$ cat src/rtl/seg7_pkg.sv
// seg7_pkg: definitions shared by the seven-segment scan controller.
//   - scan_state_t : BLANK / DRIVE slot phases
//   - SEG_OFF, AN_OFF : all-off levels for the active-low segment and anode buses
//   - SEG_PAT : hex digit patterns, active-low, bit order gfedcba
//   - frame_snap_t : the input fields captured once per frame
//   - lz_suppressed : leading-zero test for one digit position
package seg7_pkg;

    typedef enum logic {
        BLANK = 1'b0,
        DRIVE = 1'b1
    } scan_state_t;

    localparam logic [6:0] SEG_OFF = 7'h7F;
    localparam logic [3:0] AN_OFF  = 4'hF;

    // Entry n is the pattern for hex digit n. Written from F down to 0
    // because the first element of a packed concatenation is the MSB.
    localparam logic [15:0][6:0] SEG_PAT = {
        7'b0001110,  // F
        7'b0000110,  // E
        7'b0100001,  // d
        7'b1000110,  // C
        7'b0000011,  // b
        7'b0001000,  // A
        7'b0010000,  // 9
        7'b0000000,  // 8
        7'b1111000,  // 7
        7'b0000010,  // 6
        7'b0010010,  // 5
        7'b0011001,  // 4
        7'b0110000,  // 3
        7'b0100100,  // 2
        7'b1111001,  // 1
        7'b1000000   // 0
    };

    typedef struct packed {
        logic [15:0] value;
        logic [3:0]  dp_in;
        logic [3:0]  digit_en;
        logic        lz_blank;
    } frame_snap_t;

    // A digit is a leading zero when it and every higher nibble are zero.
    // Digit 0 always shows, so a value of zero still displays "0".
    function automatic logic lz_suppressed(input logic [15:0] v, input logic [1:0] idx);
        logic r;
        case (idx)
            2'd1:    r = (v[15:4] == 12'h000);
            2'd2:    r = (v[15:8] == 8'h00);
            2'd3:    r = (v[15:12] == 4'h0);
            default: r = 1'b0;
        endcase
        return r;
    endfunction

endpackage

$ cat src/rtl/seg7_hex_decode.sv
// seg7_hex_decode: combinational hex nibble to seven-segment pattern lookup.
//   nibble  : hex digit 0-F
//   pattern : active-low segments, pattern[0]=a ... pattern[6]=g
module seg7_hex_decode
    import seg7_pkg::*;
(
    input  logic [3:0] nibble,
    output logic [6:0] pattern
);

    assign pattern = SEG_PAT[nibble];

endmodule

$ cat src/rtl/seg7_scan_ctrl.sv
// seg7_scan_ctrl: time-multiplexed scan controller for a 4-digit,
// common-anode seven-segment display. Each digit owns a slot of SCAN_DIV
// clk cycles: BLANK_CYCLES with every anode off (ghosting guard), then the
// remainder driving that digit. All timing is counted in the clk domain.
//   clk, reset : clock and synchronous active-high reset
//   value      : four hex nibbles, [3:0] is digit 0 (rightmost)
//   dp_in      : decimal point request per digit, 1 = lit
//   digit_en   : per-digit enable, 0 keeps that anode off
//   lz_blank   : leading-zero suppression enable
//   an         : anodes, active-low
//   seg        : segments, active-low, seg[0]=a ... seg[6]=g
//   dp         : decimal point, active-low
//   scan_tick  : one-cycle pulse on the last cycle of each slot
module seg7_scan_ctrl
    import seg7_pkg::*;
#(
    parameter int SCAN_DIV     = 65536,
    parameter int BLANK_CYCLES = 256
) (
    input  logic        clk,
    input  logic        reset,
    input  logic [15:0] value,
    input  logic [3:0]  dp_in,
    input  logic [3:0]  digit_en,
    input  logic        lz_blank,
    output logic [3:0]  an,
    output logic [6:0]  seg,
    output logic        dp,
    output logic        scan_tick
);

    localparam int CW = (SCAN_DIV > 2) ? $clog2(SCAN_DIV) : 1;
    localparam logic [CW-1:0] SLOT_LAST = CW'(SCAN_DIV - 1);
    localparam logic [CW-1:0] BLANK_END = CW'(BLANK_CYCLES);

    scan_state_t state, state_next;
    logic [1:0]    digit_idx, idx_next;
    logic [CW-1:0] slot_cnt, cnt_next;
    frame_snap_t   snapshot, snap_eff;

    logic          capture;
    logic [3:0]    nibble;
    logic [6:0]    pattern;
    logic          suppress;
    logic          anode_on;
    logic [3:0]    an_next;
    logic [6:0]    seg_next;
    logic          dp_next;
    logic          tick_next;

    // Outputs are computed from the next state so that the registered
    // outputs line up cycle-for-cycle with state/slot_cnt.
    always_ff @(posedge clk) begin
        if (reset) begin
            state     <= BLANK;
            digit_idx <= 2'd0;
            slot_cnt  <= '0;
            snapshot  <= '0;
            an        <= AN_OFF;
            seg       <= SEG_OFF;
            dp        <= 1'b1;
            scan_tick <= 1'b0;
        end else begin
            state     <= state_next;
            digit_idx <= idx_next;
            slot_cnt  <= cnt_next;
            snapshot  <= snap_eff;
            an        <= an_next;
            seg       <= seg_next;
            dp        <= dp_next;
            scan_tick <= tick_next;
        end
    end

    // Frame start: first cycle of digit 0. The live inputs are used in that
    // cycle as well as latched, so digit 0 decodes the new frame even when
    // BLANK_CYCLES is 1.
    assign capture  = (state == BLANK) && (digit_idx == 2'd0) && (slot_cnt == '0);
    assign snap_eff = capture ? '{value: value, dp_in: dp_in, digit_en: digit_en,
                                  lz_blank: lz_blank}
                              : snapshot;

    always_comb begin
        cnt_next  = slot_cnt + 1'b1;
        idx_next  = digit_idx;
        tick_next = 1'b0;
        if (slot_cnt == SLOT_LAST) begin
            cnt_next = '0;
            idx_next = digit_idx + 2'd1;
        end
        if (cnt_next == SLOT_LAST) begin
            tick_next = 1'b1;
        end
        state_next = (cnt_next < BLANK_END) ? BLANK : DRIVE;
    end

    assign nibble = snap_eff.value[{idx_next, 2'b00} +: 4];

    seg7_hex_decode u_decode (
        .nibble  (nibble),
        .pattern (pattern)
    );

    always_comb begin
        an_next  = AN_OFF;
        seg_next = SEG_OFF;
        dp_next  = 1'b1;
        suppress = snap_eff.lz_blank && lz_suppressed(snap_eff.value, idx_next);
        // A suppressed digit still lights when its decimal point is wanted.
        anode_on = snap_eff.digit_en[idx_next] && (!suppress || snap_eff.dp_in[idx_next]);
        if (state_next == DRIVE && anode_on) begin
            an_next  = ~(4'b0001 << idx_next);
            seg_next = suppress ? SEG_OFF : pattern;
            dp_next  = ~snap_eff.dp_in[idx_next];
        end
    end

endmodule
$ cat config.mk
export PLATFORM = sky130hd
export DESIGN_NAME = seg7_scan_ctrl
export DESIGN_NICKNAME = d
export VERILOG_FILES = /design/src/rtl/seg7_pkg.sv /design/src/rtl/seg7_hex_decode.sv /design/src/rtl/seg7_scan_ctrl.sv
export SDC_FILE = /design/constraint.sdc
export NUM_CORES = 1
export LEC_CHECK = 0
export CORE_MARGIN = 2
export CORE_UTILIZATION = 44
export CTS_BUF_LIST = sky130_fd_sc_hd__clkbuf_8
export CTS_CLUSTER_DIAMETER = 100
export CTS_CLUSTER_SIZE = 20
export DETAILED_ROUTE_END_ITERATION = 8
export PLACE_DENSITY = 0.66
export RECOVER_POWER = 25
export SLEW_MARGIN = 20
export SYNTH_ARGS = -nofsm -noshare
export SYNTH_HDL_FRONTEND = slang
export SYNTH_SLANG_ARGS = --single-unit
$ cat constraint.sdc
create_clock -name clk -period 4.5 [get_ports clk]
set_input_delay 1.125 -clock clk [delete_from_list [all_inputs] [get_ports clk]]
set_output_delay 1.125 -clock clk [all_outputs]
set_load 0.02 [all_outputs]
==> flow_results.org <==
** Clocking
- The tree is rooted in a sky130_fd_sc_hd__clkbuf_8.
- Clock tree synthesis inserted a total of 9 buffers.
- Clock tree from TritonCTS :: built
- Clock Sinks :: 57
- Deepest level of the CTS H-tree :: 3
- Clock latency on the worst-skew pair, taken at its later pin, is 0.34 ns.
- Count of cells resized by post-cts repair :: 0
- Clk pin slew, worst setup/hold paths :: 0.07 ns
- For this design, the CTS-stage hold fixing added 0 buffers.
- In this run the deepest clock path goes through 2 buffers.
- Post-CTS setup repair buffer count :: 0

** Global routing
- The first global-routing pass estimated 10470 µm of wire.
- Met2 usage :: 0.2544
- Initial antenna violation count :: 0
- For met1 alone, demand over resource in global routing was 0.2562.
- After global routing the overflow that remains totals 0.
- The via count of the first global-routing pass is ~2200.
- Global routing's busiest layer :: met1
- Entering global routing, the biggest net connects 33 pins.
- GR Util All Layers :: 0.1776
- Met3 global-route usage :: 0.04762

** Worst setup path
- Worst setup SP type :: register
- Category of the critical setup timing path :: register to register
- Setup crit start :: slot_cnt[0]
- Following the worst setup path forward leads to its endpoint at seg[0].
- Required time worst endpoint :: 4.73 ns
- Cell count of the worst reg-to-reg path :: 13
- Worst r2r dst :: seg[0]
- In this run the worst path has a maximum fanout of 10.
- In this run the critical register-to-register path is launched from slot_cnt[0].
- Data on the critical path arrives at its endpoint at 3.78 ns.
- Register-to-Register Setup Slack :: 0.96 ns
- The worst setup path is captured at a register.

** Route
- The routed design has roughly 6200 µm of wire.
- Using the TritonRoute via totals, the vias-per-cell ratio works out to between 5 and 6.
- The first detailed-routing pass ran for 4 iterations.
- After detailed routing, the number of remaining DRC violations is 0.
- Detailed routing inserted a total of 2340 vias.
- The detail route stage leaves a number of antenna-violating nets equal to 0.
- Routed wirelength normalized by instance count :: ~14 µm
- After the first detailed-routing iteration, the DRC count stood at between 80 and 90.

** Yosys
- Number of enable-type register cells in the synthesized netlist :: 0
- Of the synthesized area, sequential elements account for 0.3834.
- During synthesis, Yosys emitted a total of 0 warnings.
- A synthesized cell averages 9.273 µm².
- Post-synthesis register bit count :: 57
- The number of nets handed over by synthesis was 357.
- Main flop type after synthesis :: sky130_fd_sc_hd__dfxtp_1
- The cell count after synthesis came out at 321.
- After synthesis, the share of flip-flops with an asynchronous set or reset is 0.
- Total standard cell area after synthesis :: 0.002977 mm²
- The number of different library cells used by synthesis comes to 56.

** Pwr
- VDD sags by at most 193.4 µV.
- In this run the power density over the cells is between 300 and 400 mW/mm².
- Leak Pwr :: 1.432 nW
- Total power for the finished layout comes to 1.351 mW.

** Timing
- Max-slew violation count :: 0
- Unrepaired setup endpoints after global routing :: no
- Summed over all failing endpoints, the final setup total negative slack is 0 ns.
- Headroom to the max-slew limit came out at 0.04811.
- Setup violations remaining at the end of the flow were counted as 0.
- The final count of hold timing violations was 0.
- Slew at the pin closest to its max-slew limit :: around 1.4 ns
- Max Fclk :: ~280 MHz
- Fin crit share :: 0.7870
- Clock skew after layout :: 0.01112 ns
- Final critical path time including I/O delays and setup :: ~3.5 ns

** Layout
- Fin util :: 0.5606
- In the final layout, the share of cells above drive strength 1 is 0.1154.
- In the layout the commonest cells are sky130_fd_sc_hd__dfxtp_1 (57), sky130_fd_sc_hd__nor2_1 (50), sky130_fd_sc_hd__clkdlybuf4s50_1 (38), sky130_fd_sc_hd__mux2i_1 (35), sky130_fd_sc_hd__nand2_1 (24).
- Synth-to-Final Area Change :: 21.65%
- At the end of the flow, the number of nets in the layout was 395.
- The library cell used most frequently in the layout, excluding fill and tap cells, is sky130_fd_sc_hd__dfxtp_1.
- Number of fill cells in the layout :: approximately 580
- Total inserted antenna cells :: 0

** Place
- Half-perimeter wire length after detailed placement :: 4490 µm
- RePlAce Congestion :: between 0.8 and 0.9
- The count of buffers added on input and output ports is 39.

** Floorplanning
- Total I/O pin count :: 40
- Horizontal die dimension :: 86.25 µm
- Floorplan die area :: around 0.0074 mm²
- Core box area :: 0.006459 mm²
- The floorplan has 29 rows.
- Measured along the y axis, the die boundary spans 86.25 µm.
- The initial utilization of the core area, before any placement, comes to 0.4609.

** Status
- Outcome :: complete, no violations

** Hold path
- Counting instances, the worst hold path has a depth of 1.
- The tightest min-delay check is of the register to register type.

** Run
- Count of maximum capacitance violations :: 0
[cells by family (layout without fill, tap and decap cells)]
kind of cell / Yosys count / in the layout / share of synthesized area
AND/OR/NAND/NOR: 136 / 136 / 0.2413
flip-flops: 57 / 57 / 0.3834
multiplexers: 37 / 37 / 0.1261
AO/OA/AOI/OAI: 36 / 36 / 0.1005
buffers and inverters: 27 / 70 / 0.05254
XOR/XNOR: 19 / 19 / 0.05843
adder cells (fa/ha/maj): 9 / 9 / 0.03783
[worst min-delay path by stage]
stage	start	endpoint	slack, ns
floorplan	slot_cnt[0]	slot_cnt[0]	0.43
global placement	slot_cnt[0]	slot_cnt[0]	0.45
detailed placement	slot_cnt[0]	slot_cnt[0]	0.46
CTS	slot_cnt[0]	slot_cnt[0]	0.48
global route	slot_cnt[0]	slot_cnt[0]	0.50
finish	slot_cnt[0]	slot_cnt[0]	0.48
[registers in the layout, summed over array words and instances, names as in the netlist]
register   count
an             4
digit_idx      2
dp             1
scan_tick      1
seg            7
slot_cnt      16
snapshot      25
state          1
[synthesized netlist by cell type, types with 2 or more instances]
| cell | count | area, µm² |
|---|---|---|
| sky130_fd_sc_hd__a211oi_1 | 3 | 22.52 |
| sky130_fd_sc_hd__a211oi_2 | 3 | 37.54 |
| sky130_fd_sc_hd__a21oi_1 | 6 | 30.03 |
| sky130_fd_sc_hd__a22oi_1 | 5 | 37.54 |
| sky130_fd_sc_hd__a31oi_1 | 3 | 18.77 |
| sky130_fd_sc_hd__and2_1 | 7 | 43.79 |
| sky130_fd_sc_hd__and3_1 | 3 | 18.77 |
| sky130_fd_sc_hd__buf_2 | 4 | 20.02 |
| sky130_fd_sc_hd__buf_6 | 3 | 33.78 |
| sky130_fd_sc_hd__clkbuf_1 | 7 | 26.28 |
| sky130_fd_sc_hd__dfxtp_1 | 57 | 1141 |
| sky130_fd_sc_hd__ha_1 | 9 | 112.6 |
| sky130_fd_sc_hd__inv_1 | 9 | 33.78 |
| sky130_fd_sc_hd__mux2i_1 | 35 | 350.3 |
| sky130_fd_sc_hd__nand2_1 | 24 | 90.09 |
| sky130_fd_sc_hd__nand2b_1 | 2 | 12.51 |
| sky130_fd_sc_hd__nand3_1 | 13 | 65.06 |
| sky130_fd_sc_hd__nand4_1 | 3 | 18.77 |
| sky130_fd_sc_hd__nor2_1 | 50 | 187.7 |
| sky130_fd_sc_hd__nor2_2 | 2 | 12.51 |
| sky130_fd_sc_hd__nor3_1 | 4 | 20.02 |
| sky130_fd_sc_hd__nor4_1 | 9 | 56.30 |
| sky130_fd_sc_hd__nor4_4 | 2 | 42.54 |
| sky130_fd_sc_hd__o221ai_1 | 5 | 43.79 |
| sky130_fd_sc_hd__o221ai_2 | 2 | 30.03 |
| sky130_fd_sc_hd__or2_2 | 2 | 12.51 |
| sky130_fd_sc_hd__or3_1 | 4 | 25.02 |
| sky130_fd_sc_hd__xnor2_1 | 13 | 113.9 |
| sky130_fd_sc_hd__xor2_1 | 5 | 43.79 |
[worst max-delay path, stage by stage, from the launching register on]
cell and delay (ns):
sky130_fd_sc_hd__dfxtp_1 0.39, sky130_fd_sc_hd__ha_1 0.25, sky130_fd_sc_hd__nand3_1 0.17, sky130_fd_sc_hd__nor4_4 0.61
sky130_fd_sc_hd__xnor2_2 0.28, sky130_fd_sc_hd__and2_1 0.24, sky130_fd_sc_hd__a211oi_2 0.18, sky130_fd_sc_hd__a31oi_1 0.07
sky130_fd_sc_hd__mux2i_2 0.38, sky130_fd_sc_hd__inv_2 0.10, sky130_fd_sc_hd__ha_1 0.25, sky130_fd_sc_hd__or3_1 0.37
sky130_fd_sc_hd__o221ai_1 0.07, sky130_fd_sc_hd__nand2_1 0.07
[through the flow]
| step | area, µm² | hold WS [ns] | cells | worst slack [ns] |
|---|---|---|---|---|
| global route | 3621 | 0.5019 | 441 | 0.6351 |
| floorplan | 2977 | 0.4300 | 321 | 1.182 |
| global placement | 3382 | 0.4458 | 425 | 1.037 |
| CTS | 3625 | 0.4760 | 441 | 0.9816 |
| finish | 3621 | 0.4803 | 441 | 0.9585 |
| detailed placement | 3382 | 0.4621 | 425 | 1.001 |
[where the power goes]
part	internal (mW)	switching [mW]	leakage [nW]
registers	0.529	0.0133	0.465
clock network	0.380	0.209	0.126
logic	0.0991	0.121	0.841
total	1.01	0.343	1.43
[routing by layer]
layer | vias to the layer above | share of wire
met5 | - | 0
met4 | 0 | 0.015
met3 | 10 | 0.042
met2 | 54 | 0.42
met1 | 1067 | 0.52
li1 | 1209 | -
[layout make-up]
| cell class | instances | area (µm²) | share of cell area |
|---|---|---|---|
| multi-input cells | 237 | 1679 | 0.4637 |
| flip-flops and latches | 57 | 1141 | 0.3151 |
| repair buffers | 44 | 424.2 | 0.1171 |
| clock buffers | 10 | 137.6 | 0.03801 |
| clock inverters | 6 | 105.1 | 0.02903 |
| well taps | 77 | 96.34 | 0.02661 |
| inverters | 10 | 37.54 | 0.01037 |
Note: power is estimated with default switching activity, not from simulation.
==> RTL change 1: new RTL, same settings <==
Set the parameter `BLANK_CYCLES` to 192 (it was 256).
--- a/src/rtl/seg7_scan_ctrl.sv
+++ b/src/rtl/seg7_scan_ctrl.sv
@@ -17,3 +17,3 @@
     parameter int SCAN_DIV     = 65536,
-    parameter int BLANK_CYCLES = 256
+    parameter int BLANK_CYCLES = 192
 ) (
Check against the original RTL: no difference found for any inputs over 10 cycles, from zero or initial values and one cycle with reset high; that may be too few to reach the edited logic, so the function may still have changed.
==> RTL change 1 against the original RTL <==
Worst hold slack worse by 0.027 ns. Routed wire length is 23% higher. Count of clock-buffer cells in the layout is 1 lower. Non-clock buffer count is 3 lower. Critical path type unchanged. Setup slack worse by 0.20 ns. Total power is 4.3% lower. Sequential cell count stayed put. Utilization is 3.0 points lower. Largest cell class unchanged. The run now ends with capacitance limit, slew limit left. Area after synthesis is 7.4% higher. Clock power is 6.8% lower. Cell area is 4.5% higher. Sequential share of layout area is 1.4 points lower.
==> RTL change 1: results (changes against the original RTL) <==
* Adder-Cell Fraction of Synth Area at 3.521% (-0.26 points)
* Outcome: complete, but fails checks
* Worst Clk Skew at 0.01146 ns (+0.0003334 ns)
* Crit path to: seg[6]$_SDFF_PP1_
* Placed insts at 480 (+13%)
* Met2 Use GR at 32.32% (+6.9 points)
* Worst Min Path Start: snapshot[1]$_SDFF_PP0_
* GPL Wtd Cong at 0.8817 (+5.7%)
* Detailed Route WL at 7.652 mm (+23%)
* Peak supply drop at 179.2 uV (-7.3%)
* Max Slew Vio Count at 34 (+34)
* Register area share after synthesis at 35.68% (-2.7 points)
* Vias in the first global route at 2,583 (+17%)
* Leak pwr at 0.001403 uW (-2.0%)
* Met2 wire length at 3.444 mm (+32%)
* Slowest cell on crit path: nor4_1
* Final HPWL DP at 5.576 mm (+24%)
* 1st-iter DRT viols at 90 (+5.9%)
* Slew @ Worst Pin at 1.558 ns (+0.1303 ns)
* Reg2Reg Depth at 10 (-3)
* Max-Cap Viols at 1 (+1)
* Cells after synthesis at 364 (+13%)
* Pin count of the biggest net entering global routing at 34 (+3.0%)
* Initial antenna violation count at 0 (unchanged)
* Crit-path leading delay family: simple AND/OR/NAND/NOR gates
* First-pass GRT wire length at 12.66 mm (+21%)
* Total GRT Usage at 20.78% (+3.0 points)
* Min-Delay Path Depth at 2 (+1)
* M3 GR Usage at 3.786% (-0.98 points)
* Share of cells above drive strength 1 at 9.572% (-2.0 points)
* Post-synthesis mux area share at 12.01% (-0.60 points)
* Failing checks: capacitance limit, slew limit
* Share of synthesized registers carrying an async set or reset at 0% (unchanged)
* Synth area leaders: dfxtp_1, mux2i_1, a21oi_1
* Met1 Usage GRT at 27.70% (+2.1 points)
* Commonest cells in the netlist: dfxtp_1, nand2_1, nor2_1
* Max stage delay on crit path at 1.21 ns (+0.60 ns)
* Worst R2R Setup Slack at 0.76 ns (-0.20 ns)
* Internal Power at 930.2 uW (-7.7%)
* Arrival @ worst endpoint at 3.97 ns (+0.19 ns)
* Compound-cell area share of the yosys netlist at 12.21% (+2.2 points)
* Drt wl/cell at 15.43 microns (+9.7%)
* CP max FO at 17 (+7)
* Vias after detailed routing at 2,715 (+16%)
[RTL change 1: cell count changes after synthesis, sizes merged, moves of 5 or more]
cell | before | now
a21oi | 6 | 28
nand4 | 4 | 13
nand3 | 13 | 18
nand2 | 24 | 37
o21ai | 2 | 18
nor2 | 52 | 32
buf | 10 | 17
mux2i | 36 | 30
a22oi | 5 | 0
[RTL change 1: per-stage QoR]
step / area [sq um] / setup slack [ns] / utilization, % / total power [uW] / hold slack (ns)
2_1_floorplan: 3198 / 1.523 / - / 696.6 / 0.4312
3_5_place_dp: 3578 / 1.088 / 50.14 / 751.7 / 0.4453
4_1_cts: 3804 / 1.103 / 53.30 / 1300 / 0.4550
6_report: 3785 / 0.7595 / 53.03 / 1292 / 0.4531
3_3_place_gp: 3578 / 1.112 / 50.14 / 748.9 / 0.4383
5_1_grt: 3785 / 0.4471 / 53.03 / 1348 / 0.4697
[RTL change 1: logic make-up (layout without fill, tap and decap cells)]
group,Yosys count,count (layout)
adders and majority gates,9,9
buffers and inverters,35,68
xor gates and xnor gates,15,15
DFF,57,57
muxes,35,35
and+or+nand+nor,146,146
AOI/OAI and AO/OA,67,67
[RTL change 1: area by class of cell]
type	count	area, sq um
Tap cell	99	123.9
Multi-Input combinational cell	272	1852
Inverter	11	41.29
Sequential cell	57	1141
Clock inverter	7	101.3
Clock buffer	9	123.9
Fill cell	675	3352
Timing Repair Buffer	41	401.6
[RTL change 1: power groups by stage]
stage	registers [uW]	logic, uW	clock network [uW]
2_1_floorplan	547	149	0
3_3_place_gp	551	198	0
3_5_place_dp	552	199	0
4_1_cts	541	202	558
5_1_grt	544	223	582
6_report	541	202	549
[RTL change 1: tightest hold or removal path, stage by stage (launching register included)]
cell and delay [ns]:
dfxtp_1 0.31, nand2_1 0.05, a21oi_1 0.05
==> RTL change 2: new RTL, same settings <==
Without the edit above. Register the output `seg` once more; this adds one clock of latency there. The other outputs are not delayed to match.
--- a/src/rtl/seg7_scan_ctrl.sv
+++ b/src/rtl/seg7_scan_ctrl.sv
@@ -35,2 +35,4 @@
 
+    logic [6:0] seg_s0;
+
     scan_state_t state, state_next;
@@ -59,3 +61,3 @@
             an        <= AN_OFF;
-            seg       <= SEG_OFF;
+            seg_s0    <= SEG_OFF;
             dp        <= 1'b1;
@@ -68,3 +70,3 @@
             an        <= an_next;
-            seg       <= seg_next;
+            seg_s0    <= seg_next;
             dp        <= dp_next;
@@ -117,2 +119,6 @@
 
+    always_ff @(posedge clk) begin
+        seg <= seg_s0;
+    end
+
 endmodule
Function: changed (Yosys sat finds a counterexample within 4 cycles, from zero or initial values and one cycle with reset high).
==> RTL change 2 against the original RTL <==
The run now ends with capacitance limit, slew limit left. Setup slack lost 0.0099 ns. Area after synthesis grew 8.6%. Clock power grew 5.8%. Sequential cell count grew 7. Cell area grew 8.3%. Clock skew is essentially flat. Routed wire length grew 30%. Total power grew 5.5%. Critical path type unchanged. Largest cell class unchanged.
==> RTL change 2: results (changes against the original RTL) <==
* Outcome: complete, but fails checks
* Failing checks: capacitance limit, slew limit
* Final HPWL DP at 5.694 mm (+27%)
* Share of cells above drive strength 1 at 9.951% (-1.6 points)
* GPL Wtd Cong at 0.9274 (+11%)
* Syn_nets at 407 (+14%)
* Commonest cells in the netlist: dfxtp_1, nand2_1, nand3_1
* Vias in the first global route at 2,711 (+23%)
* CP max FO at 18 (+8)
* NumNets Final at 443 (+12%)
* Via/cell ratio at 5.611 (+5.7%)
* Pin count of the biggest net entering global routing at 35 (+6.1%)
* Worst Clk Skew at 0.01156 ns (+0.0004389 ns)
* Register area share after synthesis at 39.64% (+1.3 points)
* Total GRT Usage at 20.25% (+2.5 points)
* Max-Cap Viols at 1 (+1)
* Arrival @ worst endpoint at 3.82 ns (+0.04 ns)
* Placed insts at 495 (+16%)
* Max stage delay on crit path at 0.37 ns (-0.24 ns)
* Max Slew Vio Count at 35 (+35)
* Reg2Reg Depth at 14 (+1)
* Vias after detailed routing at 2,867 (+23%)
* Max_slew headroom at -8.556% (-13 points)
* First-pass GRT wire length at 13.32 mm (+27%)
* Peak supply drop at 241.6 uV (+25%)
* Largest regs: snapshot x25, slot_cnt x16
* Synth area leaders: dfxtp_1, nand3_1, nand2_1
* Slowest cell on crit path: dfxtp_1
* Distinct cells, synth at 62 (+11%)
* Crit-path leading delay family: multiplexers
* Min-Delay Path Depth at 0 (-1)
* NetSw at 377.6 uW (+10%)
RTL change 2: changes by cell type after synthesis, sizes merged, moves of 8 or more:
cell | unedited run | this run
nand2 | 24 | 40
nor4 | 11 | 3
nor2 | 52 | 30
nand3 | 13 | 38
mux2i | 36 | 11
o21ai | 2 | 15
a21oi | 6 | 28
RTL change 2: per-layer routing:
layer  share of wire, %  GRT usage, %
met5                  0             0
met4                1.1         6.154
met3                6.1         4.526
met2                 45         32.64
met1                 48         27.26
RTL change 2: cells by family after synthesis:
| family | synth area share [%] |
|---|---|
| simple gates | 25.98 |
| compound gates | 15.64 |
| flops | 39.64 |
| buf+inv | 4.762 |
| mux | 5.846 |
| xor+xnor | 4.646 |
| fa+ha+maj | 3.484 |
RTL change 2: power by group through the flow:
stage / sequential (uW) / combinational (uW) / clock (uW)
floorplan: 610 / 140 / 0
global placement: 614 / 195 / 0
detailed placement: 615 / 198 / 0
CTS: 602 / 199 / 636
global route: 605 / 220 / 651
finish: 602 / 200 / 623
RTL change 2: area by class of cell:
cell class	count	share of cell area (%)
clock buffers	9	3.160
clock inverters	7	3.192
inverters	12	1.149
multi-input cells	276	45.83
flip-flops and latches	64	32.68
well taps	99	3.160
repair buffers	44	10.82
RTL change 2: path summary, 6_finish.rpt:
check	start	end	slack [ns]
hold / removal	seg_s0[2]$_SDFF_PP1_	seg[2]$_DFF_P_	0.33
setup reg to reg	digit_idx[0]$_SDFF_PP0_	seg_s0[0]$_SDFF_PP1_	0.95
setup / recovery	digit_idx[0]$_SDFF_PP0_	seg_s0[0]$_SDFF_PP1_	0.95
hold reg to reg	seg_s0[2]$_SDFF_PP1_	seg[2]$_DFF_P_	0.33
RTL change 2: worst reg2reg max path: stages, from the launching register on:
cell	delay, ns
dfxtp_1	0.37
inv_1	0.27
ha_1	0.19
nor3b_1	0.22
and4_1	0.22
buf_4	0.22
nand2_4	0.19
mux2i_1	0.18
mux2_2	0.28
mux2_2	0.34
inv_1	0.13
ha_1	0.26
a21oi_1	0.08
mux2_1	0.30
o31ai_1	0.21
RTL change 2: stage by stage:
stage | setup WS [ns] | utilization (%)
6_report | 0.9486 | 54.63
5_1_grt | 0.6026 | 54.63
4_1_cts | 0.9877 | 54.68
3_5_place_dp | 1.028 | 51.21
3_3_place_gp | 1.109 | 51.21
2_1_floorplan | 1.509 | -
